## src/rtl/rx_frame_authenticator.sv

```systemverilog
// rx_frame_authenticator: checks the byte-XOR tag and anti-replay window of decrypted frames
// and forwards the plaintext of frames that pass both checks.
module rx_frame_authenticator #(
   parameter int FRAMED_TOTAL_WIDTH = 512,
   parameter int MSG_WIDTH          = 488,
   parameter int FRAMER_CNTR_WIDTH  = 16,
   parameter int FRAMER_AUTH_WIDTH  = 8,
   parameter int REPLAY_WINDOW      = 16,
   parameter int ERR_CNT_WIDTH      = 8
) (
   input  logic                          clk,
   input  logic                          resetN,
   input  logic                          valid_in,
   output logic                          ready_out,
   input  logic [FRAMED_TOTAL_WIDTH-1:0] frame_data_in,
   input  logic                          ready_in,
   output logic                          valid_out,
   output logic [MSG_WIDTH-1:0]          plaintext_data_out,
   output logic                          auth_err,
   output logic                          replay_err,
   output logic [ERR_CNT_WIDTH-1:0]      err_count
);
   localparam int CW = FRAMER_CNTR_WIDTH;
   localparam int AW = FRAMER_AUTH_WIDTH;
   localparam int NB = (FRAMED_TOTAL_WIDTH - AW) / 8;
   localparam logic [CW-1:0] WIN = CW'(REPLAY_WINDOW);
   localparam logic [1:0] IDLE = 2'd0, CHECK = 2'd1, OUT = 2'd2;

   logic [1:0]                    state;
   logic [FRAMED_TOTAL_WIDTH-1:0] frame;
   logic [CW-1:0]                 expected_cntr;
   logic [CW-1:0]                 rx_cntr;
   logic [CW-1:0]                 diff;
   logic [AW-1:0]                 auth_calc;
   logic                          tag_ok;
   logic                          win_ok;

   assign rx_cntr   = frame[AW +: CW];
   assign diff      = rx_cntr - expected_cntr;
   assign win_ok    = diff < WIN;
   assign tag_ok    = auth_calc == frame[AW-1:0];
   assign ready_out = state == IDLE;

   always_comb begin
      auth_calc = '0;
      for (int k = 0; k < NB; k++) auth_calc ^= frame[8*k+AW +: 8];
   end

   always_ff @(posedge clk or negedge resetN) begin
      if (!resetN) begin
         state              <= IDLE;
         frame              <= '0;
         expected_cntr      <= '0;
         valid_out          <= 1'b0;
         plaintext_data_out <= '0;
         auth_err           <= 1'b0;
         replay_err         <= 1'b0;
         err_count          <= '0;
      end else begin
         auth_err   <= 1'b0;
         replay_err <= 1'b0;
         case (state)
            IDLE: if (valid_in) begin
               frame <= frame_data_in;
               state <= CHECK;
            end
            CHECK: if (tag_ok && win_ok) begin
               plaintext_data_out <= frame[FRAMED_TOTAL_WIDTH-1 -: MSG_WIDTH];
               valid_out          <= 1'b1;
               expected_cntr      <= rx_cntr + CW'(1);
               state              <= OUT;
            end else begin
               // a bad tag masks any counter failure
               auth_err   <= !tag_ok;
               replay_err <= tag_ok;
               if (err_count != '1) err_count <= err_count + ERR_CNT_WIDTH'(1);
               state      <= IDLE;
            end
            OUT: if (ready_in) begin
               valid_out <= 1'b0;
               state     <= IDLE;
            end
            default: state <= IDLE;
         endcase
      end
   end
endmodule
```

## config.mk

```make
export PLATFORM = sky130hd
export DESIGN_NAME = rx_frame_authenticator
export DESIGN_NICKNAME = d
export VERILOG_FILES = /design/src/rtl/rx_frame_authenticator.sv
export SDC_FILE = /design/constraint.sdc
export NUM_CORES = 1
export LEC_CHECK = 0
export BUFFER_PORTS_ARGS = -buffer_cell sky130_fd_sc_hd__buf_2
export CELL_PAD_IN_SITES_DETAIL_PLACEMENT = 0
export CELL_PAD_IN_SITES_GLOBAL_PLACEMENT = 1
export CORE_AREA = 2 2 396 398
export CTS_BUF_LIST = sky130_fd_sc_hd__clkbuf_8
export DETAILED_ROUTE_END_ITERATION = 6
export DIE_AREA = 0 0 398 400
export PLACE_DENSITY = 0.63
export SYNTH_ARGS = -nofsm -noshare
export SYNTH_HDL_FRONTEND = slang
export SYNTH_SLANG_ARGS = --single-unit
```

## constraint.sdc

```tcl
create_clock -name clk -period 8.4 [get_ports clk]
set_input_delay 0.84 -clock clk [delete_from_list [all_inputs] [get_ports clk]]
set_output_delay 0.84 -clock clk [all_outputs]
set_load 0.05 [all_outputs]
```

Word-level counts from Yosys, hierarchy flattened
Cells that the tools add are included.
W data, S select, Z words.
Cells by class
  $add $sub $neg: 3
  $lt $le $gt $ge: 1
  equality and inequality tests: 7
  mux-type cells: 11
  bitwise operators: 63
  reductions and logical operators: 9
Operators with widths (count)
  $xor A8 B8 Y8: 62
  $add A16 B1 Y16 const B: 1
  $lt A16 B5 Y1 const B: 1
  $sub A16 B16 Y16: 1
  $add A8 B1 Y8 const B: 1
  $eq A8 B8 Y1: 1
  $ne A8 B8 Y1 const B: 1
  $mux W1: 6
  $mux W2: 3
  $ne A2 B2 Y1 const B: 3
  $pmux W2 S3: 1
  $reduce_and A2 Y1: 3
  $reduce_and A3 Y1: 2
  $eq A2 B1 Y1 const B: 1
  $eq A2 B2 Y1 const B: 1
  $logic_not A2 Y1: 1
  $pmux W1 S2: 1
  $reduce_bool A2 Y1: 1
  $logic_and A1 B1 Y1: 1
  $logic_not A1 Y1: 1
  $not A1 Y1: 1
Word-level totals
  register bits: 1029
  output and inout bits: 500

Logic depth before layout (Yosys ltp)
  depth after elaboration: 66
  gate-level depth with buffers: 15

Worst setup path before layout
No wires, ideal clock.
  kind: reg2reg
  start point: register frame[9]
  end point: register plaintext_data_out[235]
  setup time: 0.125 ns
  arrival time: 3.270 ns
  data required time: 8.275 ns
  path slack: 5.005 ns
  stages on the path, launching flop included: 14
  buffers on the path: 3
  clock period less this slack: 3.395 ns
  path through: dfrtp_1 ha_1 a21o_1 a21oi_2 o21bai_2 a21oi_1 mux2_1 a211o_1 nor4_4 nand3_1 buf_6 buf_6 buf_6 mux2_4
On the way
  longest elaborated chain between the ends: 65
Ends and longest elaborated chain
  from (decl): line 30  | logic [FRAMED_TOTAL_WIDTH-1:0] frame;
  from (signal assigned): line 64  | frame <= frame_data_in;
  $xor A8 B8 Y8 (62 in series): line 46  | for (int k = 0; k < NB; k++) auth_calc ^= frame[8*k+AW +: 8];
  $eq A8 B8 Y1: line 41  | assign tag_ok = auth_calc == frame[AW-1:0];
  $logic_and A1 B1 Y1 *: line 67  | CHECK: if (tag_ok && win_ok) begin
  $reduce_and A2 Y1 (no line) *
  to (signal assigned): line 68  | plaintext_data_out <= frame[FRAMED_TOTAL_WIDTH-1 -: MSG_WIDTH];
  to (decl): line 18  | output logic [MSG_WIDTH-1:0] plaintext_data_out,
Mark *: on every way between the ends. The rest lies on a longest branch, timed or not.
A chain may end at the register's enable or synchronous reset.

Worst setup path in the final report
  start point: register frame[387]
  end point: register plaintext_data_out[371]
On the way
  longest elaborated chain between the ends: 19
Ends and longest elaborated chain (line)
  $xor A8 B8 Y8 (16 in series): 46
  $eq A8 B8 Y1: 41
  $logic_and A1 B1 Y1: 67
  $reduce_and A2 Y1 (no line)
No other way between the ends.

==> flow_summary.yaml <==
routing:
  vias_per_cell: 4.31
  drt_pass1_iterations: 4
  vias: 26600
  postRouteAntennaNets: 0
  wirelength_um: 148000
  drc: 0
  wl_per_cell_um: 24.0
  drtIter0Drc: 974
clock_network:
  clockBufferDepth: 3
  cts_resized: 0
  cts_tree: "built"
  numCtsBuffers: 180
  insertion_delay_ps: 920
  clockRootBuffer: "clkbuf_8"
  htree_levels: 4
  cts.sinks: 1029
  clk_pin_slew_worst_paths_ps: 60
yosys:
  syn-instance-count: 2837
  ys.flop_type: "dfrtp_1"
  synth_fa_ha_area_share_pct: 0.443
  synth.avg_cell_area_um2: 15.9
  synthSimpleGateAreaFrac_pct: 0.844
  yosysTopAreaCell: "dfrtp_1"
  seq_area_frac_synth_pct: 57.0
  ys_ff_latch: 1029
  yosys.cell_types.count: 45
  synth_top_family_by_area: "multiplexers"
  synth_compound_area_share_pct: 0.545
  yosysWarnings: 0
  synthArstFlopShare_pct: 100
  synth-edff-count: 0
  synthXorXnorAreaFrac_pct: 10.2
  muxShareOfSynthArea_pct: 29.0
  yosys-top-cells-area: "dfrtp_1 (57%), mux2_4 (14%), mux2_2 (14%)"
  synth_area_mm2: 0.0452
  syn_nets: 3369
  synth_top_area_share_pct: 57.0
layout:
  layout_commonest_cell: "dfrtp_1"
  multiInputGateArea_mm2: 0.0186
  syn_to_final_growth_pct: 24.2
  nets: 4479
  layout_common_cells: "dfrtp_1 (1029), buf_2 (1014), mux2_2 (569)"
  drive_gt1_share_pct: 56.8
  fillCellCount: 15200
  regArea_mm2: 0.0257
  final_area_mm2: 0.0561
worst_setup_path:
  worstSetupEndpointType: "flop"
  startpoint_type: "flop"
  path_class: "flop to flop"
  critPathLaunch: "frame[387]$_DFFE_PN0P_"
  required_ps: 9200
  rrSetupSlack_ps: 2850
  rr_startpoint: "frame[387]$_DFFE_PN0P_"
  cp.arrival_ps: 6340
  crit_fanout: 62
  rr_worst_depth: 12
  reg2reg_to: "plaintext_data_out[371]$_DFFE_PN0P_"
timing:
  finalHoldViolCount: 0
  setup_tns_ps: 0
  period_share_pct: 66.0
  clock_skew_ps: 46.5
  relSlewSlack_pct: 13.6
  timing.hold.ws_ps: 152
  worst_pin_slew_ps: 1300
  fmax_mhz: 180
  rsz0062_at_grt: "no"
  slew_viol_final: 0
  min_period_ps: 5550
  setup_slack_ps: 2850
  setup_violations: 0
pwr:
  p_leak_nw: 28.6
  vdd_drop_max_v: 0.000197
  power_density_mw_per_mm2: 263
global_route:
  antenna_found_initial: 69
  grt-ovfl-total: 0
  grt_max_degree: 155
  grt_usage_pct: 18.2
  grt_pass1_vias: 28300
  grt_pass1_wl_um: 207000
floorplanning:
  start_util_pct: 29.1
  coreArea_mm2: 0.155
  design.die.area_mm2: 0.159
  ios: 1016
  rows: 145
  chipWidth_um: 398
  die_h_um: 400
placement:
  gpl.final_weighted_congestion: 0.789
  place_area_mm2: 0.0524
  io_buffers: 1015
  dp_hpwl_um: 112000
  dp_slack_ps: 2690
hold_path:
  min_from: "frame_data_in[414]"
  hold_depth: 2
  hold_class: "input pin to flop"
  hold_path_end: "frame[414]$_DFFE_PN0P_"
outcome:
  status: "complete, no violations"
flow_run:
  cap_viol_max_count: 0
## cell families (layout without fill, tap and decap cells)
logic type                 count (synthesis)  count (layout)
and+or+nand+nor                           69              69
adders and majority gates                 16              16
xor gates and xnor gates                 527             527
DFF                                     1029            1029
buffers and inverters                    140            1390
AOI/OAI and AO/OA                         36              36
other                                      0              22
muxes                                   1020            1020
## worst max path at each step
stage,cells past startpoint,end,slack [ps]
2_1_floorplan,13,plaintext_data_out[235]$_DFFE_PN0P_,5010
4_1_cts,12,plaintext_data_out[439]$_DFFE_PN0P_,2630
3_5_place_dp,12,plaintext_data_out[360]$_DFFE_PN0P_,2690
5_1_grt,12,plaintext_data_out[415]$_DFFE_PN0P_,2450
6_report,12,plaintext_data_out[371]$_DFFE_PN0P_,2850
3_3_place_gp,12,plaintext_data_out[390]$_DFFE_PN0P_,2700
## final cells by class
class / count / share of cell area, %
antenna: 22 / 0.0981
clock buffer: 222 / 5.44
clock inverter: 100 / 1.07
inverter: 22 / 0.147
multi-input combinational: 1668 / 33.1
sequential: 1029 / 45.9
tap: 2058 / 4.59
timing repair buffer: 1046 / 9.73
## per-layer routing
metal	track usage, %	up-vias	wire length [µm]
li1	-	12100	-
met1	20.8	13300	57100
met2	30.5	833	72700
met3	7.00	289	12600
met4	6.86	68	4980
met5	0	-	418
## synth_stat cells (2+ instances only)
library cell and number:
buf_8 3, nand3_1 12, mux2i_1 16, nand2_1 11, ha_1 16, o21ai_0 6, and2_1 3, mux2_4 434
a211oi_1 4, nand4_1 5, inv_1 22, nor2b_1 3, and3_1 3, or4_1 2, xor2_1 73, a21oi_1 12
dfrtp_1 1029, xnor2_1 454, clkbuf_1 60, buf_6 47, buf_2 6, nand2b_1 4, mux2_2 569, nor3_1 4
a21o_1 4, nor2_1 12, nor4_1 5
## stage by stage
stage                     std cells  util, %  power, W
final                          6167     36.2    0.0148
after global placement         5822     33.8    0.0105
after detailed placement       5822     33.8    0.0105
after CTS                      6145     36.2    0.0153
after global routing           6163     36.2    0.0157
after floorplan                2837        -   0.00854
## flip-flops by register name (all words and copies together), names as in the netlist
name / cells
auth_err: 1
err_count: 8
replay_err: 1
frame: 512
expected_cntr: 16
plaintext_data_out: 488
valid_out: 1
state: 2
## critical path, stage by stage (launching register included)
cell	delay, ps
dfrtp_1	410
xnor2_1	220
xnor2_1	810
xnor2_1	290
xnor2_1	220
xnor2_1	460
xnor2_1	190
nor4_1	120
and2_1	310
nand3_4	190
buf_4	720
buf_4	940
mux2_2	420
## power breakdown
group          switching [W]  internal [W]
combinational        0.00238       0.00190
clock                0.00225       0.00245
sequential          0.000442       0.00536
total                0.00507       0.00971
## repair_timing
action	CTS	global route
hold buffers	1	0
hold endpoints to repair	96	0
buffers inserted	0	0
setup endpoints to repair	0	0
(Power assumes the default switching activity.)
